$ cat config.mk
export PLATFORM = sky130hd
export DESIGN_NAME = gsensor_spi_master
export DESIGN_NICKNAME = d
export VERILOG_FILES = /design/src/rtl/gsensor_pkg.sv /design/src/rtl/spi_clk_gen.sv /design/src/rtl/gsensor_spi_master.sv
export SDC_FILE = /design/constraint.sdc
export NUM_CORES = 1
export LEC_CHECK = 0
export BUFFER_PORTS_ARGS = -buffer_cell sky130_fd_sc_hd__buf_2
export CAP_MARGIN = 20
export CORE_UTILIZATION = 30
export CTS_BUF_LIST = sky130_fd_sc_hd__clkbuf_4
export CTS_CLUSTER_DIAMETER = 100
export CTS_CLUSTER_SIZE = 10
export DETAILED_ROUTE_END_ITERATION = 8
export PLACE_DENSITY = 0.55
export SETUP_SLACK_MARGIN = 0.1
export SYNTH_ARGS = -nofsm -noshare
export SYNTH_HDL_FRONTEND = slang
export SYNTH_SLANG_ARGS = --single-unit
$ cat constraint.sdc
create_clock -name i_clk -period 4.2 [get_ports i_clk]
set_clock_uncertainty 0.15 [all_clocks]
set_input_delay 0.21 -clock i_clk [delete_from_list [all_inputs] [get_ports i_clk]]
set_output_delay 0.21 -clock i_clk [all_outputs]
set_load 0.03 [all_outputs]
$ cat src/rtl/gsensor_pkg.sv
// Shared types and constants for the accelerometer SPI master: FSM states, header layout, ADXL345 registers.
package gsensor_pkg;

    typedef enum logic [2:0] {
        ST_IDLE,
        ST_SETUP,
        ST_SHIFT,
        ST_HOLD,
        ST_GAP
    } state_t;

    localparam int HDR_RW = 7;
    localparam int HDR_MB = 6;

    localparam logic [5:0] REG_DEVID       = 6'h00;
    localparam logic [5:0] REG_POWER_CTL   = 6'h2D;
    localparam logic [5:0] REG_DATA_FORMAT = 6'h31;
    localparam logic [5:0] REG_DATAX0      = 6'h32;

    function automatic logic [7:0] make_hdr(input logic rw, input logic mb, input logic [5:0] addr);
        logic [7:0] h;
        h         = {2'b00, addr};
        h[HDR_RW] = rw;
        h[HDR_MB] = mb;
        return h;
    endfunction

endpackage

$ cat src/rtl/spi_clk_gen.sv
// SCLK half-period tick generator: one fall/rise strobe every CLK_DIV clocks while enabled.
// Latency: first strobe (always a fall) CLK_DIV clocks after en rises; disabling rewinds to the high phase.
module spi_clk_gen #(
    parameter int CLK_DIV = 6
) (
    input  logic clk,
    input  logic rst_n,
    input  logic en,
    output logic sclk_fall,
    output logic sclk_rise
);
    localparam int CW = $clog2(CLK_DIV);

    logic [CW-1:0] cnt;
    logic          phase_hi;
    logic          tick;

    assign tick      = en && (cnt == CW'(CLK_DIV - 1));
    assign sclk_fall = tick && phase_hi;
    assign sclk_rise = tick && !phase_hi;

    always_ff @(posedge clk or negedge rst_n) begin
        if (!rst_n) begin
            cnt      <= '0;
            phase_hi <= 1'b1;
        end else if (!en) begin
            cnt      <= '0;
            phase_hi <= 1'b1;
        end else if (tick) begin
            cnt      <= '0;
            phase_hi <= !phase_hi;
        end else begin
            cnt <= cnt + 1'b1;
        end
    end

endmodule

$ cat src/rtl/gsensor_spi_master.sv
// SPI mode-3 master for the ADXL345: single or burst register read/write, header then len bytes, MSB first.
// Latency (1+len)*16*CLK_DIV + 2*CLK_DIV + CS_GAP clocks; write bytes stall with SCLK high until i_wdata_valid.
// Define GSENSOR_SPI_3WIRE_EN to release the SDI pad and sample i_sdi_in during read data bytes.
module gsensor_spi_master
    import gsensor_pkg::*;
#(
    parameter int CLK_DIV = 6,
    parameter int CS_GAP  = 10,
    parameter int MAX_LEN = 6
) (
    input  logic       i_clk,
    input  logic       i_rst_n,
    input  logic       i_start,
    input  logic       i_rw,
    input  logic [5:0] i_addr,
    input  logic [2:0] i_len,
    input  logic [7:0] i_wdata,
    input  logic       i_wdata_valid,
    output logic       o_wdata_ready,
    output logic [7:0] o_rdata,
    output logic       o_rdata_valid,
    output logic       o_busy,
    output logic       o_done,
    output logic       o_cmd_err,
    output logic       o_GSENSOR_CS_n,
    output logic       o_GSENSOR_SCLK,
    output logic       o_sdi_out,
    output logic       o_sdi_oe,
    input  logic       i_sdo,
    input  logic       i_sdi_in
);
    state_t      state, nxt;
    logic [15:0] tmr;
    logic        rw_q, hdr, need_wd;
    logic [2:0]  bit_cnt, byte_cnt;
    logic [7:0]  shreg, rx;
    logic        sclk_fall, sclk_rise, sample, len_ok, last_bit, wd_take;

    spi_clk_gen #(.CLK_DIV(CLK_DIV)) u_clk_gen (
        .clk       (i_clk),
        .rst_n     (i_rst_n),
        .en        (state == ST_SHIFT && !need_wd),
        .sclk_fall (sclk_fall),
        .sclk_rise (sclk_rise)
    );

    assign len_ok   = (i_len != 3'd0) && (int'(i_len) <= MAX_LEN);
    assign last_bit = sclk_rise && (bit_cnt == 3'd0);
    // Write data is taken at the byte boundary itself when already valid, so an unstalled write keeps exact timing.
    assign wd_take  = (state == ST_SHIFT) && !rw_q && i_wdata_valid &&
                      (need_wd || (last_bit && byte_cnt != 3'd0));
    assign o_wdata_ready = wd_take;
    assign o_busy        = (state != ST_IDLE);

`ifdef GSENSOR_SPI_3WIRE_EN
    logic sdi_oe, unused_sdo;
    assign sample     = i_sdi_in;
    assign unused_sdo = i_sdo;
    assign o_sdi_oe   = sdi_oe;

    always_ff @(posedge i_clk or negedge i_rst_n) begin
        if (!i_rst_n)                                  sdi_oe <= 1'b1;
        else if (state != ST_SHIFT || nxt == ST_HOLD)  sdi_oe <= 1'b1;
        else if (sclk_fall && !hdr && rw_q)            sdi_oe <= 1'b0;
    end
`else
    logic unused_sdi;
    assign sample     = i_sdo;
    assign unused_sdi = i_sdi_in;
    assign o_sdi_oe   = 1'b1;
`endif

    always_ff @(posedge i_clk or negedge i_rst_n) begin
        if (!i_rst_n) state <= ST_IDLE;
        else          state <= nxt;
    end

    always_comb begin
        nxt = state;
        case (state)
            ST_IDLE:  if (i_start && len_ok)             nxt = ST_SETUP;
            ST_SETUP: if (tmr == '0)                     nxt = ST_SHIFT;
            ST_SHIFT: if (last_bit && byte_cnt == 3'd0)  nxt = ST_HOLD;
            ST_HOLD:  if (tmr == '0)                     nxt = ST_GAP;
            ST_GAP:   if (tmr == '0)                     nxt = ST_IDLE;
            default:                                     nxt = ST_IDLE;
        endcase
    end

    always_ff @(posedge i_clk or negedge i_rst_n) begin
        if (!i_rst_n) begin
            tmr            <= '0;
            rw_q           <= 1'b0;
            hdr            <= 1'b0;
            need_wd        <= 1'b0;
            bit_cnt        <= 3'd7;
            byte_cnt       <= '0;
            shreg          <= '0;
            rx             <= '0;
            o_rdata        <= '0;
            o_rdata_valid  <= 1'b0;
            o_done         <= 1'b0;
            o_cmd_err      <= 1'b0;
            o_GSENSOR_CS_n <= 1'b1;
            o_GSENSOR_SCLK <= 1'b1;
            o_sdi_out      <= 1'b0;
        end else begin
            o_rdata_valid  <= 1'b0;
            o_cmd_err      <= (state == ST_IDLE) && i_start && !len_ok;
            o_done         <= (state == ST_HOLD) && (nxt == ST_GAP);
            o_GSENSOR_CS_n <= !(nxt == ST_SETUP || nxt == ST_SHIFT || nxt == ST_HOLD);

            if (state != nxt) begin
                case (nxt)
                    ST_SETUP, ST_HOLD: tmr <= 16'(CLK_DIV - 1);
                    ST_GAP:            tmr <= 16'(CS_GAP - 1);
                    default:           tmr <= '0;
                endcase
            end else if (tmr != '0) begin
                tmr <= tmr - 16'd1;
            end

            if (state == ST_IDLE && nxt == ST_SETUP) begin
                rw_q     <= i_rw;
                hdr      <= 1'b1;
                need_wd  <= 1'b0;
                bit_cnt  <= 3'd7;
                byte_cnt <= i_len;
                shreg    <= make_hdr(i_rw, i_len != 3'd1, i_addr);
            end

            if (sclk_fall) begin
                o_GSENSOR_SCLK <= 1'b0;
                o_sdi_out      <= shreg[7];
                shreg          <= {shreg[6:0], 1'b0};
            end

            if (sclk_rise) begin
                o_GSENSOR_SCLK <= 1'b1;
                rx             <= {rx[6:0], sample};
                bit_cnt        <= bit_cnt - 3'd1;
                if (bit_cnt == 3'd0) begin
                    hdr <= 1'b0;
                    if (!hdr && rw_q) begin
                        o_rdata       <= {rx[6:0], sample};
                        o_rdata_valid <= 1'b1;
                    end
                    if (byte_cnt != 3'd0) begin
                        byte_cnt <= byte_cnt - 3'd1;
                        if (!rw_q && !i_wdata_valid) need_wd <= 1'b1;
                    end
                end
            end

            if (need_wd && i_wdata_valid) need_wd <= 1'b0;
            if (wd_take)                  shreg   <= i_wdata;
        end
    end

endmodule

After elaboration in Yosys (flattened, before gate mapping)
Cells that the tools add are included.
- register bits: 61
- latch bits: 0
- bits in writable memories: 0
- memory bits (read-only): 0
- output and inout bits: 17
- logic and storage cells: 114
- memories kept: 0
- add/subtract/negate cells: 4
- multiply operators: 0
- div/mod/pow operators: 0
- $lt $le $gt $ge: 1
- eq/ne operators: 12
- shift-type cells: 0
- multiplexer cells: 36
- bitwise operators: 0
- reduce and logical (&&, ||, !) cells: 43
- operators by type and width (cell ; count):
    3-bit two-way mux ; 13
    16-bit two-way mux ; 2
    8-bit two-way mux ; 3
    1-bit logical AND ; 19
    16-bit zero test ; 1
    1-bit two-way mux ; 16
    16-bit nonzero test ; 1
    16-bit by 1-bit subtractor with 16-bit output, second input constant ; 1
    3-bit case mux with 5 select lines ; 1
    3-bit by 2-bit == test with 1-bit output, second input constant ; 4
    3-bit nonzero test ; 4
    3-bit == test, second input constant ; 3
    3-bit zero test ; 3
    4-bit case mux with 2 select lines ; 1
    1-bit zero test ; 7
    3-bit by 1-bit == test with 1-bit output, second input constant ; 2
    2-bit nonzero test ; 3
    3-bit by 1-bit subtractor with 3-bit output, second input constant ; 2
    3-bit by 1-bit adder with 3-bit output, second input constant ; 1
    3-bit less-or-equal comparator, second input constant ; 1
    1-bit logical OR ; 3
    3-bit by 1-bit inequality test with 1-bit output, second input constant ; 1
    3-bit inequality test ; 1
    3-bit AND reduction ; 1
    other kinds (2) ; 2

Depth between registers and ports, before layout
Gate-level depths: netlist of run 1.
- depth in word-level cells: 16
- depth in mapped cells: 10

Cells and area by module
Synthesis of run 1 repeated with hierarchy kept, for this count alone.
- cell total of the unflattened synthesis: 278
- area total of the unflattened synthesis: 3049.2 um^2
- modules (own cells, without submodules) (module ; times used ; cells an instance ; area each (um^2)):
    gsensor_spi_master ; 1 ; 260 ; 2822.7
    spi_clk_gen ; 1 ; 18 ; 226.5

Least setup slack after synthesis of run 1
No wires, ideal clock.
- path kind: reg-to-reg
- start: register u_clk_gen.cnt[0]
- end: register shreg[6]
- setup time: 128 ps
- arrival: 1982 ps
- required time: 3922 ps
- setup slack: 1940 ps
- stages on the path, launching flop included: 10
- buffers on the path: 3
- cell sequence: dfrtp_1 > ha_1 > and2_1 > and4b_1 > buf_2 > and3b_1 > buf_2 > o21a_1 > buf_4 > mux2_1
- elaborated cells between the ends (all ways): 16
- classes of those cells: eq/ne: 2; mux: 4; reduce/logical: 10
- RTL lines (item ; line ; source):
    start: declaration ; spi_clk_gen.sv:14 ; logic [CW-1:0] cnt;
    start signal: assignment ; spi_clk_gen.sv:33 ; cnt <= cnt + 1'b1;
    3-bit == test (*) ; spi_clk_gen.sv:18 ; assign tick = en && (cnt == CW'(CLK_DIV - 1));
    1-bit logical AND (*) ; spi_clk_gen.sv:18 ;
    1-bit logical AND (*) ; spi_clk_gen.sv:20 ; assign sclk_rise = tick && !phase_hi;
    1-bit logical AND (*) ; gsensor_spi_master.sv:48 ; assign last_bit = sclk_rise && (bit_cnt == 3'd0);
    1-bit logical AND (*) ; gsensor_spi_master.sv:51 ; (need_wd || (last_bit && byte_cnt != 3'd0));
    1-bit logical OR (*) ; gsensor_spi_master.sv:51 ;
    1-bit logical AND (*) ; gsensor_spi_master.sv:50 ; assign wd_take = (state == ST_SHIFT) && !rw_q && i_wdata_valid &&
    via o_wdata_ready ; gsensor_spi_master.sv:19 ; output logic o_wdata_ready,
    3-bit nonzero test (no line) / 8-bit two-way mux (equally long branches) ; -- ;
    end signal: assignment ; gsensor_spi_master.sv:129 ; shreg <= make_hdr(i_rw, i_len != 3'd1, i_addr);
    end signal: assignment ; gsensor_spi_master.sv:135 ; shreg <= {shreg[6:0], 1'b0};
    end signal: assignment ; gsensor_spi_master.sv:156 ; if (wd_take) shreg <= i_wdata;
    end: declaration ; gsensor_spi_master.sv:36 ; logic [7:0] shreg, rx;
Mark *: on every way through the listed nets, which the timed path passes. The rest lies on a longest branch.
A chain may end at the register's enable or synchronous reset.

Worst setup path after layout of run 1
- start: register u_clk_gen.cnt[1]
- end: output port o_wdata_ready
- cells in the longest elaborated chain, start to end: 7
- ends and longest elaborated chain (item ; line):
    3-bit == test ; spi_clk_gen.sv:18
    1-bit logical AND ; spi_clk_gen.sv:18
    1-bit logical AND ; spi_clk_gen.sv:20
    1-bit logical AND ; gsensor_spi_master.sv:48
    1-bit logical AND ; gsensor_spi_master.sv:51
    1-bit logical OR ; gsensor_spi_master.sv:51
    1-bit logical AND ; gsensor_spi_master.sv:50
    end: declaration ; gsensor_spi_master.sv:19
No other way between the ends.

==> results of run 1 <==
placed cells by master, fill, tap and decap left out, drive strengths merged, types with 3 or more instances in the layout:
cell type     n
dfrtp        55
nor2         39
buf          39
mux2         25
nand2        22
dlygate4sd3  15
inv          12
nor3         12
clkbuf       11
nand3         9
a21oi         9
a31oi         8
xnor2         7
ha            7
xor2          6
o21ai         6
dfstp         6
nand2b        4
nand4         4
nor4          4
and4b         3
a211oi        3
o21a          3
clkinv        3
area by class of cell:
class / count / area, sq um
clock inverter: 5 / 51.30
tap: 133 / 166.4
timing repair buffer: 54 / 347.8
multi-input combinational: 201 / 1345
clock buffer: 11 / 82.58
fill: 1033 / 6202
sequential: 61 / 1534
inverter: 12 / 45.04
synth_stat cells (all sizes together) (3+ instances only):
library cell	count	area [sq um]
a31oi	8	50.05
dfrtp	55	1376
nor2	39	146.4
xnor2	7	61.31
nor3	12	71.32
a211oi	3	22.52
and4b	3	30.03
buf	11	81.32
nand2b	4	25.02
xor2	6	52.55
inv	12	45.04
o21a	3	23.77
o21ai	6	30.03
nand2	22	82.58
a21oi	9	45.04
dfstp	6	157.7
nand3	9	45.04
ha	7	87.58
nor4	4	37.53
nand4	4	25.02
mux2	25	281.5
logic make-up after synthesis:
| group | synth area share |
|---|---|
| simple gates | 0.2047 |
| xor+xnor | 0.03779 |
| fa+ha+maj | 0.02907 |
| other cells | 0.001245 |
| flops | 0.5091 |
| mux | 0.09344 |
| buf+inv | 0.04443 |
| compound gates | 0.08015 |
sequential cells by signal, summed over array words and instances, names as in the netlist:
| signal | flops |
|---|---|
| o_cmd_err | 1 |
| o_sdi_out | 1 |
| rw_q | 1 |
| byte_cnt | 3 |
| state | 3 |
| bit_cnt | 3 |
| need_wd | 1 |
| o_GSENSOR_CS_n | 1 |
| o_done | 1 |
| u_clk_gen.phase_hi | 1 |
| shreg | 8 |
| o_GSENSOR_SCLK | 1 |
| u_clk_gen.cnt | 3 |
| hdr | 1 |
| tmr | 16 |
| o_rdata_valid | 1 |
| o_rdata | 8 |
| rx | 7 |
worst max-delay path by stage:
stage,cells past startpoint,from,endpoint
final,7,u_clk_gen.cnt[1],o_wdata_ready
after global placement,7,u_clk_gen.cnt[1],shreg[4]
after global routing,7,u_clk_gen.cnt[1],o_wdata_ready
after CTS,7,u_clk_gen.cnt[1],o_wdata_ready
after floorplan,9,u_clk_gen.cnt[0],shreg[6]
after detailed placement,7,u_clk_gen.cnt[1],shreg[5]
critical path, stage by stage, from the launching register on:
cell     delay [ns]
dfrtp_1        0.40
inv_1          0.06
ha_1           0.12
and2_1         0.16
and4b_1        0.62
and3b_1        0.41
o21a_1         0.42
buf_2          0.28
power groups by stage:
stage / sequential (mW) / clock [mW] / combinational, mW
finish: 0.598 / 0.408 / 0.0548
global route: 0.599 / 0.449 / 0.0632
CTS: 0.599 / 0.428 / 0.0564
detailed placement: 0.610 / 0 / 0.0453
global placement: 0.610 / 0 / 0.0440
floorplan: 0.610 / 0 / 0.0171
repair_timing:
action / in CTS / in global routing
hold buffers: 15 / 0
endpoints found under the hold margin: 42 / 0
buffers inserted: 0 / 0
metrics by stage:
step                hold slack (ns)    util  worst slack, ns
floorplan                   -0.2356       -            1.940
global placement             0.1318  0.3364            1.380
detailed placement           0.1295  0.3364            1.339
CTS                         0.02887  0.3655           0.9084
global route                0.04746  0.3655           0.7067
finish                      0.05885  0.3655           0.9967
per-layer routing:
layer / share of wire / track usage / routed length (um)
met2: 0.46 / 0.1998 / 2739
met5: 0 / 0 / 0
met3: 0.034 / 0.03283 / 202
met1: 0.49 / 0.1629 / 2897
met4: 0.019 / 0.05934 / 112
==> results.yml, run 1 <==
floorplanning:
  die-area_sq_mm: 0.01045
  core_region_area_sq_mm: 0.009774
  floorplan.die.width_um: 102.2
  fp.dieH_um: 102.2
  pin_count: 41
  fp-row-count: 36
  initial_core_util: 0.3082
outcome:
  status: "finished clean"
clock_tree:
  clk_latency_ns: 0.40
  htreeDepth: 3
  cts_tree: "built"
  cts-root-buf: "clkbuf_4"
  cts_max_path_buffers: 2
  post_cts_resized: 0
  clk_pin_slew_ns: 0.11
  cts_sinks: 61
  cts_buffers: 9
layout:
  area_delta_synth_final_pct: 18.56
  final_nets: 370
  final_area_sq_mm: 0.003572
  instances_no_fill: 477
  n_antenna_cell: 0
  final_layout_size_suffix_gt1_frac: 0.2587
placed_design:
  placed_cell_area_sq_mm: 0.003288
  place_hpwl_um: 3982
  numPortBuffers: 38
  place.gp.congestion: 0.7290
  placed_cells: 446
yosys:
  synth_seq_area_share: 0.5091
  ys_ff_latch: 61
  synth-edff-count: 0
  syn-num-nets: 318
  synth.distinct_cells: 50
  async_flop_share: 1.000
  synth_area_sq_mm: 0.003013
  syn-instance-count: 287
  synth_ff_type: "dfrtp_1"
  ys_warn_count: 0
  syn_area_per_cell_sq_um: 10.50
route:
  wl_um: 5952
  dr.pass1.iters: 4
  routedWlPerCell_um: 12.48
  vias_per_cell: 4.667
  post-route-drc-count: 0
  drt_iter0_markers: 54
  final_antenna_net_count: 0
  vias: 2226
flow_run:
  drv_cap: 0
min_path:
  hp-start: "i_start"
  hold_end: "o_cmd_err"
  hold_path_class: "in -> reg"
  holdPathStages: 3
power:
  p_per_area_mw_per_mm2: 297.1
  switching_power_uw: 249.3
  clock_power_share: 0.384
  p_sw_frac: 0.2349
  ir_drop_v: 0.0001468
  pwr-share-seq: 0.564
  power_leakage_nw: 1.570
  comb_power_share: 0.052
  internal_power_uw: 811.9
  p_total_mw: 1.061
setup_path:
  critPathRequiredTime_ns: 3.84
  reg2reg_to: "shreg[5]"
  start_kind: "flip-flop"
  critPathKind: "reg -> out"
  rr_startpoint: "u_clk_gen.cnt[1]"
  r2r_setup_slack_ns: 1.39
  rr_worst_depth: 7
  worstPathArrival_ns: 2.84
  worstSetupEndpointType: "output pin"
  cp_max_fo: 16
sta:
  setup_viol: 0
  max_freq_mhz: 312.2
  fin_crit_sh: 0.7627
  final_max_slew_viol_count: 0
  period_needed_ns: 3.203
  hold_violations: 0
  worstMarginPinSlew_ns: 0.7204
  slew_headroom: 0.5182
  rsz0062_at_grt: "no"
  setup-tns-final_ns: 0
grt:
  grt_max_degree: 34
  grt_util_all_layers: 0.1268
  grt_pass1_wl_um: 10180
  grt_overflow: 0
  antenna_found_initial: 0
  grt_pass1_vias: 2176
No activity file was read; power rests on OpenSTA's default activity.
==> inputs of run 2 (changes only) <==
--- a/config.mk
+++ b/config.mk
@@ -5,6 +5,7 @@
 export SDC_FILE = /design/constraint.sdc
 export NUM_CORES = 1
 export LEC_CHECK = 0
+export ABC_AREA = 1
 export BUFFER_PORTS_ARGS = -buffer_cell sky130_fd_sc_hd__buf_2
 export CAP_MARGIN = 20
 export CORE_UTILIZATION = 30
@@ -12,7 +13,7 @@
 export CTS_CLUSTER_DIAMETER = 100
 export CTS_CLUSTER_SIZE = 10
 export DETAILED_ROUTE_END_ITERATION = 8
-export PLACE_DENSITY = 0.55
+export PLACE_DENSITY = 0.57
 export SETUP_SLACK_MARGIN = 0.1
 export SYNTH_ARGS = -nofsm -noshare
 export SYNTH_HDL_FRONTEND = slang
==> constraint.sdc (replaced) <==
create_clock -name i_clk -period 2.7 [get_ports i_clk]
set_clock_uncertainty 0.15 [all_clocks]
set_input_delay 0.135 -clock i_clk [delete_from_list [all_inputs] [get_ports i_clk]]
set_output_delay 0.135 -clock i_clk [all_outputs]
set_load 0.03 [all_outputs]
==> run 2 against run 1 <==
Synthesized cell count increased by 29%. Routed wire length increased by 3.5%. Clock power increased by 80%. Global-route usage about the same. Total power increased to 3.7 times the previous value. Critical endpoint unchanged. Final cell count increased by 22%. Die area increased by 4.4%. First-iteration DRC count increased by 110%. Via count increased by 14%. Register-to-register slack got worse by 0.91 ns. Cell area increased by 9.7%. Area after synthesis increased by 4.5%.
==> results.yml, run 2 <==
layout:
  regArea_sq_mm: 0.001535
  final_common_cell: "nand2_1"
  final_cell_mix: "nand2_1, dfrtp_1, inv_1"
  regMostFlops: "tmr"
  instances_no_fill: 583
  final_nets: 473
  area_delta_synth_final_pct: 24.39
  largest_reg_flops: 16
  multiInputGateArea_sq_mm: 0.001381
  n_antenna_cell: 0
  reg_top3: "tmr x16, o_rdata x8, shreg x8"
  final_layout_size_suffix_gt1_frac: 0.2260
  fill_cells: 1060
setup_path:
  reg2reg_to: "tmr[0]"
  rr_startpoint: "state[0]"
  worstPathArrival_ns: 2.09
  cp_max_fo: 10
  critPathCapture: "o_wdata_ready"
  start_kind: "flip-flop"
  startpoint: "state[1]"
  critPathKind: "reg -> out"
  r2r_setup_slack_ns: 0.48
  critPathRequiredTime_ns: 2.41
  worstSetupEndpointType: "output pin"
  rr_worst_depth: 11
clock_tree:
  cts-root-buf: "clkbuf_4"
  clk_latency_ns: 0.41
  clk_pin_slew_ns: 0.10
  cts_max_path_buffers: 2
  cts_tree: "built"
  cts_sinks: 61
  htreeDepth: 3
  cts_buffers: 9
grt:
  grt_overflow: 0
  grt_pass1_vias: 2478
  antenna_found_initial: 0
  grt_max_degree: 34
  grt_util_all_layers: 0.1265
  grt_pass1_wl_um: 10940
sta:
  period_needed_ns: 2.378
  setup-tns-final_ns: 0
  max_freq_mhz: 420.5
  setup_slack_ns: 0.3221
  setup_viol: 0
  worstMarginPinSlew_ns: 0.7357
  hold-worst-slack_ns: 0.07784
  slew_headroom: 0.5095
  hold_violations: 0
  final_max_slew_viol_count: 0
  rsz0062_at_grt: "no"
  fin_crit_sh: 0.8807
placed_design:
  place_hpwl_um: 4446
  numPortBuffers: 38
  placed_cells: 543
  place.gp.congestion: 0.7750
  place_ws_ns: 0.5227
yosys:
  synth_common_cells: "nand2_1, dfrtp_1, inv_1, nor2_1, o21ai_0"
  syn-instance-count: 371
  yosysMostFrequentCell: "nand2_1"
  yosysTopAreaCell: "dfrtp_1"
  synth-edff-count: 0
  syn-num-nets: 402
  async_flop_share: 1.000
  ys_warn_count: 0
  synth_seq_area_share: 0.4871
  synth.distinct_cells: 40
  syn_area_per_cell_sq_um: 8.489
  synth_top_area_share: 0.4370
  ys_ff_latch: 61
  synth_ff_type: "dfrtp_1"
  synth_area_sq_mm: 0.003149
  synth_area_leaders: "dfrtp_1, nand2_1, inv_1, dfstp_2, o21ai_0"
floorplanning:
  initial_core_util: 0.3078
  pin_count: 41
  core_region_area_sq_mm: 0.01023
  die-area_sq_mm: 0.01091
  fp.dieH_um: 104.5
  fp-row-count: 37
  floorplan.die.width_um: 104.5
route:
  vias: 2547
  vias_per_cell: 4.369
  routedWlPerCell_um: 10.56
  dr.pass1.iters: 4
  post-route-drc-count: 0
  drt_iter0_markers: 114
  final_antenna_net_count: 0
  wl_um: 6158
power:
  power_leakage_nw: 2.057
  p_per_area_mw_per_mm2: 1000
  p_total_mw: 3.918
  ir_drop_v: 0.0003793
min_path:
  holdPathStages: 5
  hold_path_class: "in -> reg"
outcome:
  status: "finished clean"
flow_run:
  drv_cap: 0
-- run 2: kinds of logic (layout without fill, tap and decap cells) --
group,count (synthesis),in the layout,synth area share
buffers and inverters,60,136,0.08303
other,1,1,0.001191
XOR/XNOR,12,12,0.03337
AND/OR/NAND/NOR,168,168,0.2483
adder cells (fa/ha/maj),7,7,0.02781
AO/OA/AOI/OAI,62,62,0.1192
flip-flops,61,61,0.4871
-- run 2: per-stage QoR --
step / cell area (sq um) / utilization
floorplan: 3149 / -
global placement: 3486 / 0.3407
detailed placement: 3486 / 0.3407
CTS: 3869 / 0.3781
global route: 3918 / 0.3829
finish: 3918 / 0.3829
-- run 2: worst min-delay path by stage --
stage / slack [ns] / to / from
finish: 0.08 / rw_q / i_start
floorplan: -0.31 / byte_cnt[0] / i_rst_n
CTS: 0.05 / rw_q / i_start
global route: 0.10 / rw_q / i_start
global placement: 0.10 / tmr[7] / i_rst_n
detailed placement: 0.10 / tmr[7] / i_rst_n
-- run 2: per-layer routing --
metal | part of all wire | vias to the layer above | global-route usage
met2 | 0.47 | 34 | 0.2058
met5 | 0 | - | 0
met3 | 0.033 | 11 | 0.03947
li1 | - | 1317 | -
met1 | 0.48 | 1185 | 0.1519
met4 | 0.016 | 0 | 0.05918
-- run 2: what timing repair did --
action | CTS | global route
buffers inserted | 0 | 2
endpoints found under the hold margin | 44 | 0
resized for setup | 0 | 8
hold buffers | 22 | 0
endpoints found under the setup margin | 0 | 1
-- run 2: power breakdown --
group	total [mW]	switching [mW]	internal, mW
Clock	0.733	0.349	0.384
Combinational	1.91	1.14	0.771
Sequential	1.28	0.0954	1.18
Total	3.92	1.58	2.34
-- run 2: cell type report --
| type | count | area share |
|---|---|---|
| repair buffers | 66 | 0.1169 |
| clock inverters | 6 | 0.02236 |
| inverters | 54 | 0.05366 |
| well taps | 136 | 0.04344 |
| clock buffers | 10 | 0.01916 |
| flip-flops and latches | 61 | 0.3919 |
| multi-input cells | 250 | 0.3526 |
-- run 2: worst max-delay path: stages (launching register included) --
cell,delay (ns)
dfrtp_1,0.40
inv_1,0.08
nor2_2,0.14
nand3_2,0.13
nor2_4,0.22
nand2_8,0.07
nor2_4,0.13
nand2_4,0.09
nand2_4,0.09
nand2_8,0.09
inv_8,0.10
buf_4,0.16
==> inputs of run 3 (changes only) <==
--- a/config.mk
+++ b/config.mk
@@ -17,4 +17,5 @@
 export SETUP_SLACK_MARGIN = 0.1
 export SYNTH_ARGS = -nofsm -noshare
 export SYNTH_HDL_FRONTEND = slang
+export SYNTH_HIERARCHICAL = 1
 export SYNTH_SLANG_ARGS = --single-unit
==> run 3 against run 2 <==
Total power is 33% lower. Register-to-register slack better by 0.03 ns. Critical path depth is 1 higher. Die area is 2.8% lower. Setup slack worse by 0.053 ns. Largest cell class unchanged.
==> results.yml, run 3 <==
layout:
  fin_util: 0.3946
  instances_no_fill: 566
  reg_top3: "tmr x16, o_rdata x8, shreg x8"
  largest_reg_flops: 16
  regMostFlops: "tmr"
  final_nets: 459
  final_layout_size_suffix_gt1_frac: 0.2471
  n_antenna_cell: 0
  final_common_cell: "nand2_1"
  area_delta_synth_final_pct: 26.72
  final_cell_mix: "nand2_1, dfrtp_1, nor2_1"
min_path:
  hold_path_class: "in -> async"
yosys:
  yosysTopAreaCell: "dfrtp_1"
  syn_area_per_cell_sq_um: 8.614
  async_flop_share: 1.000
  synth-edff-count: 0
  synth_seq_area_share: 0.5016
  synth_area_sq_mm: 0.003058
  synth_top_area_share: 0.4501
  synth_ff_type: "dfrtp_1"
  synth.distinct_cells: 34
  syn-num-nets: 386
  yosys.area_share.simple: 0.2488
  synth_common_cells: "nand2_1, dfrtp_1, nor2_1, inv_1, o21ai_0"
  syn-instance-count: 355
  ys_ff_latch: 61
  synth_area_leaders: "dfrtp_1, nand2_1, nor2_1, dfstp_2, inv_1"
  yosys.area_share.adder: 0.02864
  ys_warn_count: 6
  yosysMostFrequentCell: "nand2_1"
  synth.area.mux_share: 0.01841
  synth_compound_area_frac: 0.09288
  synth_xor_xnor_area_share: 0.03437
  synth_top_family_by_area: "simple AND/OR/NAND/NOR gates"
sta:
  setup_viol: 0
  setup-tns-final_ns: 0
  hold_violations: 0
  max_freq_mhz: 411.4
  hold-worst-slack_ns: 0.2689
  worstMarginPinSlew_ns: 0.7758
  rsz0062_at_grt: "no"
  period_needed_ns: 2.431
  fin_crit_sh: 0.9002
  slew_headroom: 0.4828
  final_max_slew_viol_count: 0
grt:
  grt_overflow: 0
  use_met2: 0.2190
  grt_pass1_wl_um: 10600
  gr-usage-met3: 0.04949
  antenna_found_initial: 0
  grt_pass1_vias: 2394
  grt_max_degree: 62
  grt_util_all_layers: 0.1294
  grtUsageMet1: 0.1550
  top_usage_layer: "met2"
power:
  p_per_area_mw_per_mm2: 673.3
  ir_drop_v: 0.0004575
  p_total_mw: 2.609
  power_leakage_nw: 2.066
route:
  dr.pass1.iters: 5
  final_antenna_net_count: 0
  vias: 2504
  vias_per_cell: 4.424
  post-route-drc-count: 0
  routedWlPerCell_um: 10.90
  drt_iter0_markers: 104
  wl_um: 6171
setup_path:
  cp_max_fo: 10
  path_cells: "nor2_4 > nand2_4 > nor2_2 > nand3_1 > nor2_2 > nand3_2 > inv_2 > nand2_4 > nand2_2 > nand2_4 > clkinv_4 > buf_4"
  r2r_setup_slack_ns: 0.51
  start_kind: "flip-flop"
  worst_path_most_repeated_cell: "nand2_4"
  slowest_stage: "dfrtp_2"
  slowest_delay_ns: 0.43
  worstSetupEndpointType: "output pin"
  worst-path-buf-inv: 3
  critPathKind: "reg -> out"
  worstPathArrival_ns: 2.15
  critical-path-top-delay-family: "simple AND/OR/NAND/NOR gates"
  critPathRequiredTime_ns: 2.41
placed_design:
  numPortBuffers: 38
  placed_cells: 524
  place_hpwl_um: 4178
  place.gp.congestion: 0.7955
floorplanning:
  fp-row-count: 36
  die-area_sq_mm: 0.01060
  pin_count: 41
  initial_core_util: 0.3114
  floorplan.die.width_um: 103.0
  fp.dieH_um: 103.0
  core_region_area_sq_mm: 0.009819
clock_tree:
  htreeDepth: 3
  clk_latency_ns: 0.40
  cts_sinks: 61
  cts_max_path_buffers: 2
  clk_pin_slew_ns: 0.10
  cts_tree: "built"
  cts-root-buf: "clkbuf_4"
  cts_buffers: 9
flow_run:
  drv_cap: 0
outcome:
  status: "finished clean"
-- run 3: changes by cell type after synthesis, moves of 6 or more --
cell	change
o21ai_2	-8
a31oi_1	+7
nor2_1	+15
o211ai_1	+7
nand2_1	-24
o21ai_0	-16
inv_1	-8
nand2_2	+6
-- run 3: layout make-up --
class / instances / area [sq um]
multi-input combinational: 241 / 1333
sequential: 61 / 1535
tap: 133 / 166.4
fill: 1024 / 5944
inverter: 45 / 173.9
timing repair buffer: 70 / 490.5
clock inverter: 6 / 101.3
clock buffer: 10 / 75.07
-- run 3: layer usage --
layer  share of wire  up-vias
li1                -     1282
met1            0.46     1167
met2            0.48       49
met3           0.043        6
met4          0.0081        0
met5               0        -
-- run 3: cells by family (layout without fill, tap and decap cells) --
group / after synthesis / after routing
AO/OA/AOI/OAI: 48 / 48
adder cells (fa/ha/maj): 7 / 7
AND/OR/NAND/NOR: 168 / 168
flip-flops: 61 / 61
other: 1 / 1
XOR/XNOR: 12 / 12
buffers and inverters: 53 / 131
multiplexers: 5 / 5
-- run 3: stage by stage --
stage               worst slack, ns  cell area, sq um
floorplan                    0.3170              3058
global placement             0.2347              3402
detailed placement           0.1707              3402
CTS                          0.1193              3845
global route                0.09439              3875
finish                       0.2695              3875
-- run 3: worst min-delay path, cell delays in order --
cell	delay, ns
dlygate4sd3_1	0.52
buf_2	0.10
buf_4	0.59
-- run 3: timing repair --
item | 4_1_cts | 5_1_grt
setup buffers | 1 | 2
gates resized for setup | 10 | 4
setup endpoints to repair | 1 | 1
hold buffers | 23 | 0
endpoints found under the hold margin | 71 | 0
pin swaps | 1 | 1
-- run 3: path summary, 6_finish.rpt --
kind,from,to,depth (start not counted)
max,state[0],o_wdata_ready,12
min,i_rst_n,o_done,3
max reg2reg,state[0],tmr[0],14
min reg2reg,o_GSENSOR_SCLK,o_GSENSOR_SCLK,2
max in group asynchronous,i_rst_n,state[0],3
min in group i_clk,i_wdata_valid,need_wd,3
-- run 3: power by group --
part | switching, mW | leakage [nW] | internal (mW)
Combinational | 0.377 | 1.20 | 0.260
Sequential | 0.0831 | 0.770 | 1.10
Clock | 0.321 | 0.0931 | 0.471
